`src/rtl/prng_spi_cmd_ctrl.sv`:
```
// Command controller between the SPI target and the Rule-110 PRNG core.
// Each rising edge of i_rx_valid delivers one 64-bit command word.
module prng_spi_cmd_ctrl #(
    parameter int         WIDTH = 64,
    parameter logic [7:0] SIG   = 8'hA5
) (
    input  logic             i_clk,
    input  logic             i_rst_n,
    input  logic [WIDTH-1:0] i_rx_data,
    input  logic             i_rx_valid,
    input  logic             i_tx_hold,
    output logic [WIDTH-1:0] o_tx_data,
    output logic [WIDTH-1:0] o_seed,
    output logic             o_seed_load,
    output logic             o_step_req,
    input  logic             i_step_ack,
    input  logic [WIDTH-1:0] i_prng_state,
    output logic             o_busy
);

    localparam logic [7:0] OP_SEED_LO = 8'h01;
    localparam logic [7:0] OP_SEED_HI = 8'h02;
    localparam logic [7:0] OP_STEP    = 8'h03;
    localparam logic [7:0] OP_READ    = 8'h04;
    localparam logic [7:0] OP_STATUS  = 8'h05;

    typedef enum logic [1:0] {IDLE, DECODE, STEP} state_t;

    state_t           state_q, state_d;
    logic             rx_valid_q;
    logic [7:0]       cmd_op_q, cmd_op_d;
    logic [15:0]      cmd_cnt_q, cmd_cnt_d;
    logic [15:0]      count_q, count_d;
    logic             exec_q, exec_d;
    logic [WIDTH-1:0] tx_q, tx_d;
    logic [WIDTH-1:0] pend_val_q, pend_val_d;
    logic             pend_q, pend_d;
    logic [WIDTH-1:0] seed_q, seed_d;
    logic             seed_load_q, seed_load_d;
    logic             step_req_q, step_req_d;
    logic             busy_q, busy_d;
    logic             seeded_q, seeded_d;
    logic             err_opcode_q, err_opcode_d;
    logic             err_overrun_q, err_overrun_d;

    logic             accept;
    logic [7:0]       op_in;
    logic [WIDTH-1:0] status_word;
    logic             tx_wr;
    logic [WIDTH-1:0] tx_val;
    logic             unused_rx_bits;

    // Only some rx bit ranges carry fields; the rest are reserved.
    assign unused_rx_bits = ^i_rx_data;

    assign accept = i_rx_valid & ~rx_valid_q;
    assign op_in  = i_rx_data[WIDTH-1 -: 8];

    always_comb begin
        status_word              = '0;
        status_word[WIDTH-1 -: 8] = SIG;
        status_word[47:32]       = count_q;
        status_word[3]           = busy_q;
        status_word[2]           = err_overrun_q;
        status_word[1]           = err_opcode_q;
        status_word[0]           = seeded_q;
    end

    always_comb begin
        state_d       = state_q;
        cmd_op_d      = cmd_op_q;
        cmd_cnt_d     = cmd_cnt_q;
        count_d       = count_q;
        exec_d        = 1'b0;
        tx_d          = tx_q;
        pend_d        = pend_q;
        pend_val_d    = pend_val_q;
        seed_d        = seed_q;
        seed_load_d   = 1'b0;
        step_req_d    = step_req_q;
        busy_d        = busy_q;
        seeded_d      = seeded_q;
        err_opcode_d  = err_opcode_q;
        err_overrun_d = err_overrun_q;
        tx_wr         = 1'b0;
        tx_val        = status_word;

        // A STATUS accepted during a step run executes one cycle later.
        if (exec_q) begin
            tx_wr         = 1'b1;
            tx_val        = status_word;
            err_opcode_d  = 1'b0;
            err_overrun_d = 1'b0;
        end

        case (state_q)
            IDLE: begin
                if (accept) begin
                    cmd_op_d  = op_in;
                    cmd_cnt_d = i_rx_data[15:0];
                    state_d   = DECODE;
                    // Seed writes land at accept so the strobe sits in t+1.
                    if (op_in == OP_SEED_LO) begin
                        seed_d[31:0] = i_rx_data[31:0];
                        seed_load_d  = 1'b1;
                        seeded_d     = 1'b1;
                    end else if (op_in == OP_SEED_HI) begin
                        seed_d[WIDTH-1:32] = i_rx_data[WIDTH-33:0];
                    end
                end
            end
            DECODE: begin
                state_d = IDLE;
                case (cmd_op_q)
                    OP_SEED_LO, OP_SEED_HI: ;
                    OP_STEP: begin
                        count_d = cmd_cnt_q;
                        if (cmd_cnt_q != 16'd0) begin
                            state_d    = STEP;
                            step_req_d = 1'b1;
                            busy_d     = 1'b1;
                        end
                    end
                    OP_READ: begin
                        tx_wr  = 1'b1;
                        tx_val = i_prng_state;
                    end
                    OP_STATUS: begin
                        tx_wr         = 1'b1;
                        tx_val        = status_word;
                        err_opcode_d  = 1'b0;
                        err_overrun_d = 1'b0;
                    end
                    default: err_opcode_d = 1'b1;
                endcase
            end
            STEP: begin
                if (accept) begin
                    if (op_in == OP_STATUS) begin
                        exec_d = 1'b1;
                    end else begin
                        err_overrun_d = 1'b1;
                    end
                end
                if (i_step_ack && step_req_q) begin
                    count_d = count_q - 16'd1;
                    if (count_q == 16'd1) begin
                        state_d    = IDLE;
                        step_req_d = 1'b0;
                        busy_d     = 1'b0;
                    end
                end
            end
            default: state_d = IDLE;
        endcase

        // Never change the tx word while the SPI target is sampling it.
        if (tx_wr) begin
            if (i_tx_hold) begin
                pend_d     = 1'b1;
                pend_val_d = tx_val;
            end else begin
                tx_d   = tx_val;
                pend_d = 1'b0;
            end
        end else if (pend_q && !i_tx_hold) begin
            tx_d   = pend_val_q;
            pend_d = 1'b0;
        end
    end

    always_ff @(posedge i_clk or negedge i_rst_n) begin
        if (!i_rst_n) begin
            state_q       <= IDLE;
            rx_valid_q    <= 1'b0;
            cmd_op_q      <= '0;
            cmd_cnt_q     <= '0;
            count_q       <= '0;
            exec_q        <= 1'b0;
            tx_q          <= '0;
            pend_q        <= 1'b0;
            pend_val_q    <= '0;
            seed_q        <= '0;
            seed_load_q   <= 1'b0;
            step_req_q    <= 1'b0;
            busy_q        <= 1'b0;
            seeded_q      <= 1'b0;
            err_opcode_q  <= 1'b0;
            err_overrun_q <= 1'b0;
        end else begin
            state_q       <= state_d;
            rx_valid_q    <= i_rx_valid;
            cmd_op_q      <= cmd_op_d;
            cmd_cnt_q     <= cmd_cnt_d;
            count_q       <= count_d;
            exec_q        <= exec_d;
            tx_q          <= tx_d;
            pend_q        <= pend_d;
            pend_val_q    <= pend_val_d;
            seed_q        <= seed_d;
            seed_load_q   <= seed_load_d;
            step_req_q    <= step_req_d;
            busy_q        <= busy_d;
            seeded_q      <= seeded_d;
            err_opcode_q  <= err_opcode_d;
            err_overrun_q <= err_overrun_d;
        end
    end

    assign o_tx_data   = tx_q;
    assign o_seed      = seed_q;
    assign o_seed_load = seed_load_q;
    assign o_step_req  = step_req_q;
    assign o_busy      = busy_q;

endmodule

```
`config.mk`:
```
export PLATFORM = sky130hd
export DESIGN_NAME = prng_spi_cmd_ctrl
export DESIGN_NICKNAME = d
export VERILOG_FILES = /design/src/rtl/prng_spi_cmd_ctrl.sv
export SDC_FILE = /design/constraint.sdc
export NUM_CORES = 1
export LEC_CHECK = 0
export CAP_MARGIN = 20
export CORE_MARGIN = 2
export CORE_UTILIZATION = 25
export CTS_BUF_LIST = sky130_fd_sc_hd__clkbuf_8
export DETAILED_ROUTE_END_ITERATION = 8
export SLEW_MARGIN = 20
export SYNTH_ARGS = -nofsm -noshare
export SYNTH_HDL_FRONTEND = slang
export SYNTH_SLANG_ARGS = --single-unit
```
`constraint.sdc`:
```
create_clock -name i_clk -period 3.19 [get_ports i_clk]
set_clock_uncertainty 0.2 [all_clocks]
set_input_delay 0.957 -clock i_clk [delete_from_list [all_inputs] [get_ports i_clk]]
set_output_delay 0.957 -clock i_clk [all_outputs]
set_load 0.005 [all_outputs]
```
==> results list <==
* Post-detailed-routing wire length: 29.7 mm
- Setup repair after global routing left no endpoint under its margin.
* Starting Density: 25.3%
- The worst setup path is launched from a flip-flop.
- Remaining max-slew budget at the tightest pin: 43.5%
* Total power per unit cell area: 566 mW/mm²
- Register bit total from synthesis: 242
* Syn nets: 1,135
- The commonest cells after synthesis are sky130_fd_sc_hd__dfrtp_1 (242), sky130_fd_sc_hd__nand2_1 (189), sky130_fd_sc_hd__o21ai_0 (99), sky130_fd_sc_hd__mux2_2 (87), sky130_fd_sc_hd__nor2_1 (44).
- Leakage component of the power: 6.14 nW
- Max stage delay cell, worst path: sky130_fd_sc_hd__clkdlybuf4s50_1
* Biggest fanout along the worst timing path: 6
* Slew @ Worst Pin: 0.840 ns
- The clock drives 242 sinks.
- Post-route non-filler standard cell count: 1,821
* Min-Delay Path Class: in2async
- In the final routed layout, each cell accounts on average for 16.3 µm.
- Initial DRC Count: 487
- The number of slew-limit violations in the final report is 0.
- The region available for standard cell placement spans 0.0419 mm².
- Clock buffer count from CTS: 45
* Highest Clock Rate: 0.353 GHz
- In the final design database the tool counted 1,382 nets.
- Among cell families on the critical path, the largest total delay comes from buffers and inverters.
* Summed instance area of the synthesized netlist: 0.0106 mm²
- Data on the critical path is required at its endpoint by 2.03 ns.
- Die height: 210 µm
- Run status: completed
- Relative to the synthesized area, the layout overhead comes to 40.0%.
- Vias in the first global route: 8,366
- The first global-routing pass estimated 47.2 mm of wire.
- The worst setup path is captured at an output port.
- The first detailed-routing pass took 5 iterations.
* Final period demand of the worst path: 2.83 ns
- Total instance count after detailed placement: 1,736
- For the worst setup path, the data arrival time is 1.67 ns.
* Maximum resistive drop on vdd: 0.325 mV
- Largest area contributor in the synthesized netlist: sky130_fd_sc_hd__dfrtp_1
- The routed layout has 8,424 vias.
* Remaining global-route overflow: 0
* HPWL after detailed placement: 20.4 mm
- The detail route stage leaves a number of antenna-violating nets equal to 0.
- Main synth FF type: sky130_fd_sc_hd__dfrtp_1
- Number of antenna violations at the first check in global routing: 4
* Cell count after synthesis: 997
- After clock tree synthesis, the clock-pin slew on the worst setup and hold paths is 0.06 ns.
- After synthesis, the netlist uses 49 different library cells.
- Across the run, the number of max-cap violations was 0.
- Entering global routing, the biggest net connects 77 pins.
- In this design, the stage delay of the slowest critical-path cell is 0.57 ns.
- Minimum hold slack: 0.0805 ns
- Fraction of the yosys area taken by sequential cells: 57.1%
- Number of warnings issued by yosys: 0
- Post-cts hold buffer count: 0
- Adding up every negative setup slack in the final design gives 0 ns.
- Number of H-tree levels: 2
* Worst Path Class, Setup: reg2out
- The number of buffers and inverters on the critical path is 1.
* Share of the synthesized area in the top cell type: 57.1%
* Core utilization of the finished layout: 35.4%
* Routability Congestion: 0.862
* Overall Global Routing Usage: 13.5%
* CTS tree: done
- Die W: 210 µm
- Total power for the finished layout comes to 8.40 mW.
* Fraction of layout instances using a drive strength above 1: 17.1%
- Period utilisation layout: 88.7%
- The signal on the critical path passes through clkdlybuf4s50_1.
- The average instance in the mapped netlist occupies 10.6 µm².
- Clk Tree Root Cell: sky130_fd_sc_hd__clkbuf_8
- Yosys instantiated no cell more often than sky130_fd_sc_hd__dfrtp_1.
- Port buffering added 239 buffers.
- Number of synthesized flops with an enable pin: 0
* Post_cts resized: 0
- After floorplanning, the core was divided into 75 placement rows.
* Number of endpoints failing setup at the final stage: 0
* Residual DRC: 0
- Post-CTS setup buffer count: 0
- Clock tree buffer depth: 3
* Detailed-route vias per instance: 4.63
- Cell types with the largest area share after synthesis: sky130_fd_sc_hd__dfrtp_1 (57%), sky130_fd_sc_hd__mux2_2 (9.2%), sky130_fd_sc_hd__nand2_1 (6.7%), sky130_fd_sc_hd__o21ai_0 (4.7%), sky130_fd_sc_hd__a22oi_1 (2.9%)
- The later pin in the worst-skew pair is clocked with a latency of 0.61 ns.
- Pin placement for this block handled 264 I/O pins.
* Proportion of register bits with asynchronous set or reset after synthesis: 100%
* Number of hold-slack violations in the final timing report: 0
- The die covers 0.0441 mm².
-- metrics by stage --
stage	cell area (µm²)	setup WS, ns
floorplan	10600	0.257
global placement	13700	-0.0227
detailed placement	13800	-0.0593
CTS	14800	0.262
global route	14800	0.270
finish	14800	0.359
-- cell usage in the layout, fill, tap and decap left out, types with 8 or more instances in the layout --
master	Yosys	final
sky130_fd_sc_hd__o31ai_1	20	20
sky130_fd_sc_hd__nor4_1	12	11
sky130_fd_sc_hd__o21ai_0	99	99
sky130_fd_sc_hd__a211oi_2	11	11
sky130_fd_sc_hd__inv_1	11	20
sky130_fd_sc_hd__clkbuf_8	0	56
sky130_fd_sc_hd__a22oi_1	41	41
sky130_fd_sc_hd__a21oi_1	31	30
sky130_fd_sc_hd__clkdlybuf4s50_1	0	238
sky130_fd_sc_hd__buf_12	0	10
sky130_fd_sc_hd__o21ai_1	22	22
sky130_fd_sc_hd__nand3_1	9	9
sky130_fd_sc_hd__buf_4	1	21
sky130_fd_sc_hd__nand2_1	189	188
sky130_fd_sc_hd__and2_1	13	13
sky130_fd_sc_hd__nor3_1	11	11
sky130_fd_sc_hd__o22ai_1	13	13
sky130_fd_sc_hd__dfrtp_1	242	242
sky130_fd_sc_hd__a211oi_1	10	10
sky130_fd_sc_hd__clkinv_2	0	8
sky130_fd_sc_hd__mux2_2	87	87
sky130_fd_sc_hd__nor2_1	44	44
-- registers in the layout, summed over array words and instances, names as in the netlist --
signal / count
err_opcode_q: 1
rx_valid_q: 1
pend_val_q: 64
o_tx_data: 64
cmd_cnt_q: 16
err_overrun_q: 1
o_seed_load: 1
cmd_op_q: 8
count_q: 16
state_q: 2
exec_q: 1
o_busy: 1
pend_q: 1
seeded_q: 1
o_seed: 64
-- report_power, final --
| part | total [mW] | switching [mW] | internal (mW) |
|---|---|---|---|
| clock | 3.57 | 1.41 | 2.16 |
| sequential | 3.65 | 0.263 | 3.39 |
| combinational | 1.17 | 0.584 | 0.590 |
| total | 8.40 | 2.26 | 6.14 |
-- final timing paths --
path | from | endpoint | slack (ns) | cells past startpoint
max in group asynchronous | i_rst_n | o_seed[63]$_DFFE_PN0P_ | 1.96 | 2
max reg2reg | cmd_op_q[5]$_DFFE_PN0P_ | o_tx_data[43]$_DFFE_PN0P_ | 0.52 | 6
min in group i_clk | seeded_q$_DFFE_PN0P_ | seeded_q$_DFFE_PN0P_ | 0.27 | 1
max | o_busy$_DFFE_PN0P_ | o_step_req | 0.36 | 1
min | i_rst_n | o_tx_data[8]$_DFFE_PN0P_ | 0.08 | 1
min reg2reg | seeded_q$_DFFE_PN0P_ | seeded_q$_DFFE_PN0P_ | 0.27 | 1
-- per-layer routing --
| metal | share of wire [%] | up-vias | GRT usage, % | wire (µm) |
|---|---|---|---|---|
| met5 | 0.078 | - | 0 | 23 |
| met4 | 2.9 | 4 | 5.48 | 861 |
| met3 | 7.9 | 61 | 4.59 | 2340 |
| met2 | 44 | 284 | 20.3 | 13000 |
| met1 | 45 | 4030 | 17.8 | 13500 |
| li1 | - | 4045 | - | - |
-- layout make-up --
| class | instances | area [µm²] |
|---|---|---|
| clock buffer | 56 | 771 |
| timing repair buffer | 271 | 2780 |
| clock inverter | 27 | 307 |
| multi-input combinational | 673 | 4210 |
| fill | 4178 | 27100 |
| sequential | 242 | 6060 |
| tap | 539 | 674 |
| antenna | 2 | 5.00 |
| inverter | 11 | 41.3 |
-- cells by family (layout without fill, tap and decap cells) --
kind of cell | count (synthesis) | count (layout) | synth area share, %
other cells | 0 | 2 | 0
mux | 91 | 91 | 9.61
fa+ha+maj | 5 | 5 | 0.590
buf+inv | 82 | 365 | 3.63
simple gates | 313 | 313 | 13.2
compound gates | 264 | 264 | 15.8
flops | 242 | 242 | 57.1
Note: power is estimated with default switching activity, not from simulation.
